==> config.mk <==
export PLATFORM = sky130hd
export DESIGN_NAME = flu_wb_scheduler
export DESIGN_NICKNAME = d
export VERILOG_FILES = /design/src/rtl/flu_wb_scheduler.sv
export SDC_FILE = /design/constraint.sdc
export NUM_CORES = 1
export LEC_CHECK = 0
export BUFFER_PORTS_ARGS = -buffer_cell sky130_fd_sc_hd__buf_2
export CAP_MARGIN = 25
export CORE_AREA = 3 3 64 54
export CTS_CLUSTER_DIAMETER = 200
export DETAILED_ROUTE_END_ITERATION = 8
export DIE_AREA = 0 0 67 57
export PLACE_DENSITY = 0.8
export SETUP_SLACK_MARGIN = 0.5
export SLEW_MARGIN = 20
export SYNTH_ARGS = -nofsm -noshare
export SYNTH_HDL_FRONTEND = slang
export SYNTH_SLANG_ARGS = --single-unit
==> constraint.sdc <==
create_clock -name clk_i -period 2.65 [get_ports clk_i]
set_clock_uncertainty 0.15 [all_clocks]
set_input_delay 0.1325 -clock clk_i [delete_from_list [all_inputs] [get_ports clk_i]]
set_output_delay 0.1325 -clock clk_i [all_outputs]
set_load 0.005 [all_outputs]
==> src/rtl/flu_wb_scheduler.sv <==
// Writeback-port scheduler for the shared fixed-latency units: reserves future
// writeback slots, gates issue on slot availability and drives the writeback mux.
module flu_wb_scheduler #(
   parameter int unsigned MulLatency  = 1,
   parameter int unsigned SlotDepth   = 4,
   parameter int unsigned TransIdBits = 3
) (
   input  logic                   clk_i,
   input  logic                   rst_ni,
   input  logic                   flush_i,
   input  logic                   issue_valid_i,
   input  logic [1:0]             issue_fu_i,
   input  logic [TransIdBits-1:0] issue_trans_id_i,
   output logic                   issue_ready_o,
   input  logic                   csr_commit_i,
   input  logic                   div_done_i,
   output logic                   wb_valid_o,
   output logic [1:0]             wb_sel_o,
   output logic [TransIdBits-1:0] wb_trans_id_o,
   output logic                   csr_busy_o,
   output logic                   div_busy_o,
   output logic [15:0]            stall_cnt_o
);

   localparam logic [1:0] FuAlu = 2'd0;
   localparam logic [1:0] FuCsr = 2'd1;
   localparam logic [1:0] FuMul = 2'd2;
   localparam logic [1:0] FuDiv = 2'd3;

   if ((MulLatency < 1) || (MulLatency >= SlotDepth)) begin : g_bad_mul_latency
      $fatal(1, "flu_wb_scheduler: MulLatency must be in 1..SlotDepth-1");
   end

   logic [SlotDepth-1:0]                  slot_valid_q, slot_valid_d;
   logic [SlotDepth-1:0][1:0]             slot_fu_q, slot_fu_d;
   logic [SlotDepth-1:0][TransIdBits-1:0] slot_id_q, slot_id_d;
   logic                                  csr_busy_q, csr_busy_d;
   logic                                  div_busy_q, div_busy_d;
   logic [TransIdBits-1:0]                div_id_q, div_id_d;
   logic [15:0]                           stall_cnt_q, stall_cnt_d;

   logic fire;

   // A request may only fire if the slot its result will occupy is still free.
   always_comb begin
      issue_ready_o = 1'b0;
      if (!flush_i && !div_busy_q) begin
         case (issue_fu_i)
            FuAlu:   issue_ready_o = !slot_valid_q[0];
            FuCsr:   issue_ready_o = !slot_valid_q[0] && !csr_busy_q;
            FuMul:   issue_ready_o = !slot_valid_q[MulLatency];
            default: issue_ready_o = (slot_valid_q == '0);
         endcase
      end
   end

   assign fire = issue_valid_i & issue_ready_o;

   always_comb begin
      slot_valid_d = '0;
      slot_fu_d    = '0;
      slot_id_d    = '0;
      for (int unsigned k = 0; k < SlotDepth - 1; k++) begin
         slot_valid_d[k] = slot_valid_q[k+1];
         slot_fu_d[k]    = slot_fu_q[k+1];
         slot_id_d[k]    = slot_id_q[k+1];
      end
      if (fire && (issue_fu_i == FuMul)) begin
         slot_valid_d[MulLatency-1] = 1'b1;
         slot_fu_d[MulLatency-1]    = FuMul;
         slot_id_d[MulLatency-1]    = issue_trans_id_i;
      end
      if (flush_i) begin
         slot_valid_d = '0;
      end
   end

   always_comb begin
      csr_busy_d  = csr_busy_q;
      div_busy_d  = div_busy_q;
      div_id_d    = div_id_q;
      stall_cnt_d = stall_cnt_q;
      if (csr_commit_i) begin
         csr_busy_d = 1'b0;
      end
      if (fire && (issue_fu_i == FuCsr)) begin
         csr_busy_d = 1'b1;
      end
      if (div_done_i && div_busy_q) begin
         div_busy_d = 1'b0;
      end
      if (fire && (issue_fu_i == FuDiv)) begin
         div_busy_d = 1'b1;
         div_id_d   = issue_trans_id_i;
      end
      if (flush_i) begin
         csr_busy_d = 1'b0;
         div_busy_d = 1'b0;
      end
      if (issue_valid_i && !issue_ready_o && !flush_i && (stall_cnt_q != 16'hFFFF)) begin
         stall_cnt_d = stall_cnt_q + 16'd1;
      end
   end

   // Sources never overlap by construction; the priority only guards odd inputs.
   always_comb begin
      wb_valid_o    = 1'b0;
      wb_sel_o      = FuAlu;
      wb_trans_id_o = '0;
      if (!flush_i) begin
         if (div_done_i && div_busy_q) begin
            wb_valid_o    = 1'b1;
            wb_sel_o      = FuDiv;
            wb_trans_id_o = div_id_q;
         end else if (slot_valid_q[0]) begin
            wb_valid_o    = 1'b1;
            wb_sel_o      = slot_fu_q[0];
            wb_trans_id_o = slot_id_q[0];
         end else if (fire && ((issue_fu_i == FuAlu) || (issue_fu_i == FuCsr))) begin
            wb_valid_o    = 1'b1;
            wb_sel_o      = issue_fu_i;
            wb_trans_id_o = issue_trans_id_i;
         end
      end
   end

   always_ff @(posedge clk_i or negedge rst_ni) begin
      if (!rst_ni) begin
         slot_valid_q <= '0;
         slot_fu_q    <= '0;
         slot_id_q    <= '0;
         csr_busy_q   <= 1'b0;
         div_busy_q   <= 1'b0;
         div_id_q     <= '0;
         stall_cnt_q  <= '0;
      end else begin
         slot_valid_q <= slot_valid_d;
         slot_fu_q    <= slot_fu_d;
         slot_id_q    <= slot_id_d;
         csr_busy_q   <= csr_busy_d;
         div_busy_q   <= div_busy_d;
         div_id_q     <= div_id_d;
         stall_cnt_q  <= stall_cnt_d;
      end
   end

   assign csr_busy_o  = csr_busy_q;
   assign div_busy_o  = div_busy_q;
   assign stall_cnt_o = stall_cnt_q;

endmodule

==> impl_metrics.tcl <==
set metrics [dict create \
    cp_max_fo 5 \
    grtUsageTotal 0.170 \
    critPathArrivalTime_ns 1.78 \
    drc 0 \
    syn2layout_area_growth_pct 25.7 \
    rsz0062_at_grt "no" \
    gp_congestion 0.792 \
    io_pins 36 \
    clkTransAtPathRegs_ns 0.08 \
    antenna_found_initial 0 \
    start_kind "flop" \
    finalHoldViolations 0 \
    cts_buffer_depth 2 \
    vias 1187 \
    ys_warn_count 0 \
    dieArea_um2 3820 \
    grt_max_degree 27 \
    die_y_um 57 \
    path_class "reg2out" \
    grt_overflow 0 \
    clock-root-buffer "clkbuf_8" \
    cts-buffers-inserted 3 \
    max_freq_ghz 0.485 \
    synth-edff-count 0 \
    fp.coreArea_um2 2810 \
    post_synth_main_area_contributors "dfrtp_1, xnor2_1, nand4_1" \
    hp-class "in2reg" \
    initial_core_util 0.525 \
    cts_tree "built" \
    required_ns 2.37 \
    syn_nets 149 \
    holdWs_ns 0.0562 \
    slew_violations 0 \
    first_iter_violations 49 \
    cellLeakagePower_uw 0.000859 \
    num_rows 17 \
    wl_per_cell_um 14.1 \
    relSlewSlack 0.617 \
    max_cap_viol_count 0 \
    clk_latency_ns 0.27 \
    slowest_delay_ns 0.41 \
    htree_levels 1 \
    finalSetupViolCount 0 \
    grt_pass1_wl_mm 5.02 \
    p_per_area_nw_per_um2 572 \
    end_kind "output pin" \
    chipWidth_um 67 \
    synthTopCellsByCount "dfrtp_1, xnor2_1, nand4_1, nand2_1" \
    ys_ff_latch 26 \
    final_layout_size_suffix_gt1_frac 0.373 \
    synth_area_um2 1470 \
    antenna_left 0 \
    yosysMostFrequentCell "dfrtp_1" \
    dp_hpwl_mm 2.22 \
    status "complete, no violations" \
    netlist_instances 133 \
    synth_cell_types 39 \
    yosysSeqAreaShare 0.441 \
    fin_tns_setup_ns 0 \
    drt-total-wl_mm 3.03 \
    grt_pass1_vias 1175 \
    io_buffers 35 \
    min_period_ns 2.06 \
    synthArstFlopShare 1.00 \
    yosysTopAreaCellShare 0.441 \
    ir_drop_mv 0.366 \
    vias_per_cell 5.52 \
    worstPathCellList "nand2b_4 -> a21oi_2 -> o21a_2 -> nand4_1 -> a311oi_2 -> buf_2" \
    avgSynthCellArea_um2 11.1 \
    min_period_over_period 0.778 \
    fin_nets 194 \
    drtPass1Iterations 4 \
    synthFlopType "dfrtp_1" \
    tightest_slew_ns 0.575 \
    synth_top_area_cell "dfrtp_1" \
    diodes 0 \
    cp_slowest_cell "dfrtp_1" \
    cts.sinks 26 \
]
-- per-stage QoR --
step                       util  setup slack [ns]  power (uW)  instance area (um^2)  cells
after CTS                 0.647             0.501        1070                  1820    213
after floorplan               -             0.733         636                  1470    133
after detailed placement  0.594             0.542         727                  1670    202
final                     0.660             0.587        1060                  1850    215
after global placement    0.594             0.625         719                  1670    202
after global routing      0.660             0.503        1120                  1850    215
-- per-layer routing --
| metal | part of all wire | GRT usage | wire, um |
|---|---|---|---|
| met1 | 0.44 | 0.209 | 1330 |
| met2 | 0.50 | 0.291 | 1520 |
| met3 | 0.049 | 0.0472 | 148 |
| met4 | 0.0089 | 0.0434 | 27 |
| met5 | 0 | 0 | 0 |
-- path summary, 6_finish.rpt --
kind                                     start  slack (ns)  cells after the start          endpoint
worst min register to register  stall_cnt_o[3]        0.34                      1    stall_cnt_o[3]
worst max-delay path                csr_busy_o        0.59                      6  wb_trans_id_o[1]
min in group asynchronous               rst_ni        0.23                      2    stall_cnt_o[5]
worst min-delay path                   flush_i        0.06                      2        csr_busy_o
worst max register to register  stall_cnt_o[0]        0.63                      5    stall_cnt_o[1]
max in group asynchronous               rst_ni        1.74                      2   slot_valid_q[0]
-- kinds of logic (layout without fill, tap and decap cells) --
logic type / after synthesis / count (layout) / synth area share
fa+ha+maj: 5 / 5 / 0.0424
simple gates: 61 / 61 / 0.284
compound gates: 16 / 16 / 0.0815
buf+inv: 6 / 50 / 0.0238
xor+xnor: 14 / 14 / 0.0832
flops: 26 / 26 / 0.441
mux: 5 / 5 / 0.0433
-- cell usage in the layout (no fill, tap or decap), types with 6 or more instances in the layout --
cell type | synthesis | routed
dfrtp_1 | 26 | 26
and3_1 | 7 | 7
xnor2_1 | 14 | 14
buf_2 | 1 | 35
nand2_1 | 8 | 8
nand3_1 | 7 | 7
nand4_1 | 11 | 11
dlygate4sd3_1 | 0 | 6
-- registers in the layout (all words and copies together), names as in the netlist --
register      cells
stall_cnt_o      16
div_id_q          3
slot_id_q         3
csr_busy_o        1
div_busy_o        1
slot_fu_q         1
slot_valid_q      1
-- what timing repair did --
item	4_1_cts	5_1_grt
endpoints found under the hold margin	34	0
gates resized for setup	2	5
hold buffers	6	0
pin swaps	1	3
setup endpoints to repair	4	7
setup buffers	1	2
-- power breakdown --
| part | switching (uW) | internal, uW | leakage (uW) | total [uW] |
|---|---|---|---|---|
| combinational | 106 | 122 | 0.000475 | 228 |
| sequential | 57.0 | 450 | 0.000349 | 507 |
| clock | 123 | 202 | 0.0000357 | 325 |
| total | 285 | 774 | 0.000859 | 1060 |
-- area by class of cell --
class / instances / area, um^2
repair buffers: 44 / 258
flip-flops and latches: 26 / 651
multi-input cells: 101 / 818
clock inverters: 1 / 30.0
clock buffers: 3 / 41.3
inverters: 2 / 7.51
well taps: 38 / 47.5
fillers: 235 / 955
-- worst max-delay path, delay by kind of cell, from the launching register on --
family | cells | cell delay, ns
compound gates | 3 | 0.65
buf+inv | 1 | 0.16
flops | 1 | 0.41
simple gates | 2 | 0.29
Note: power is estimated with default switching activity, not from simulation.
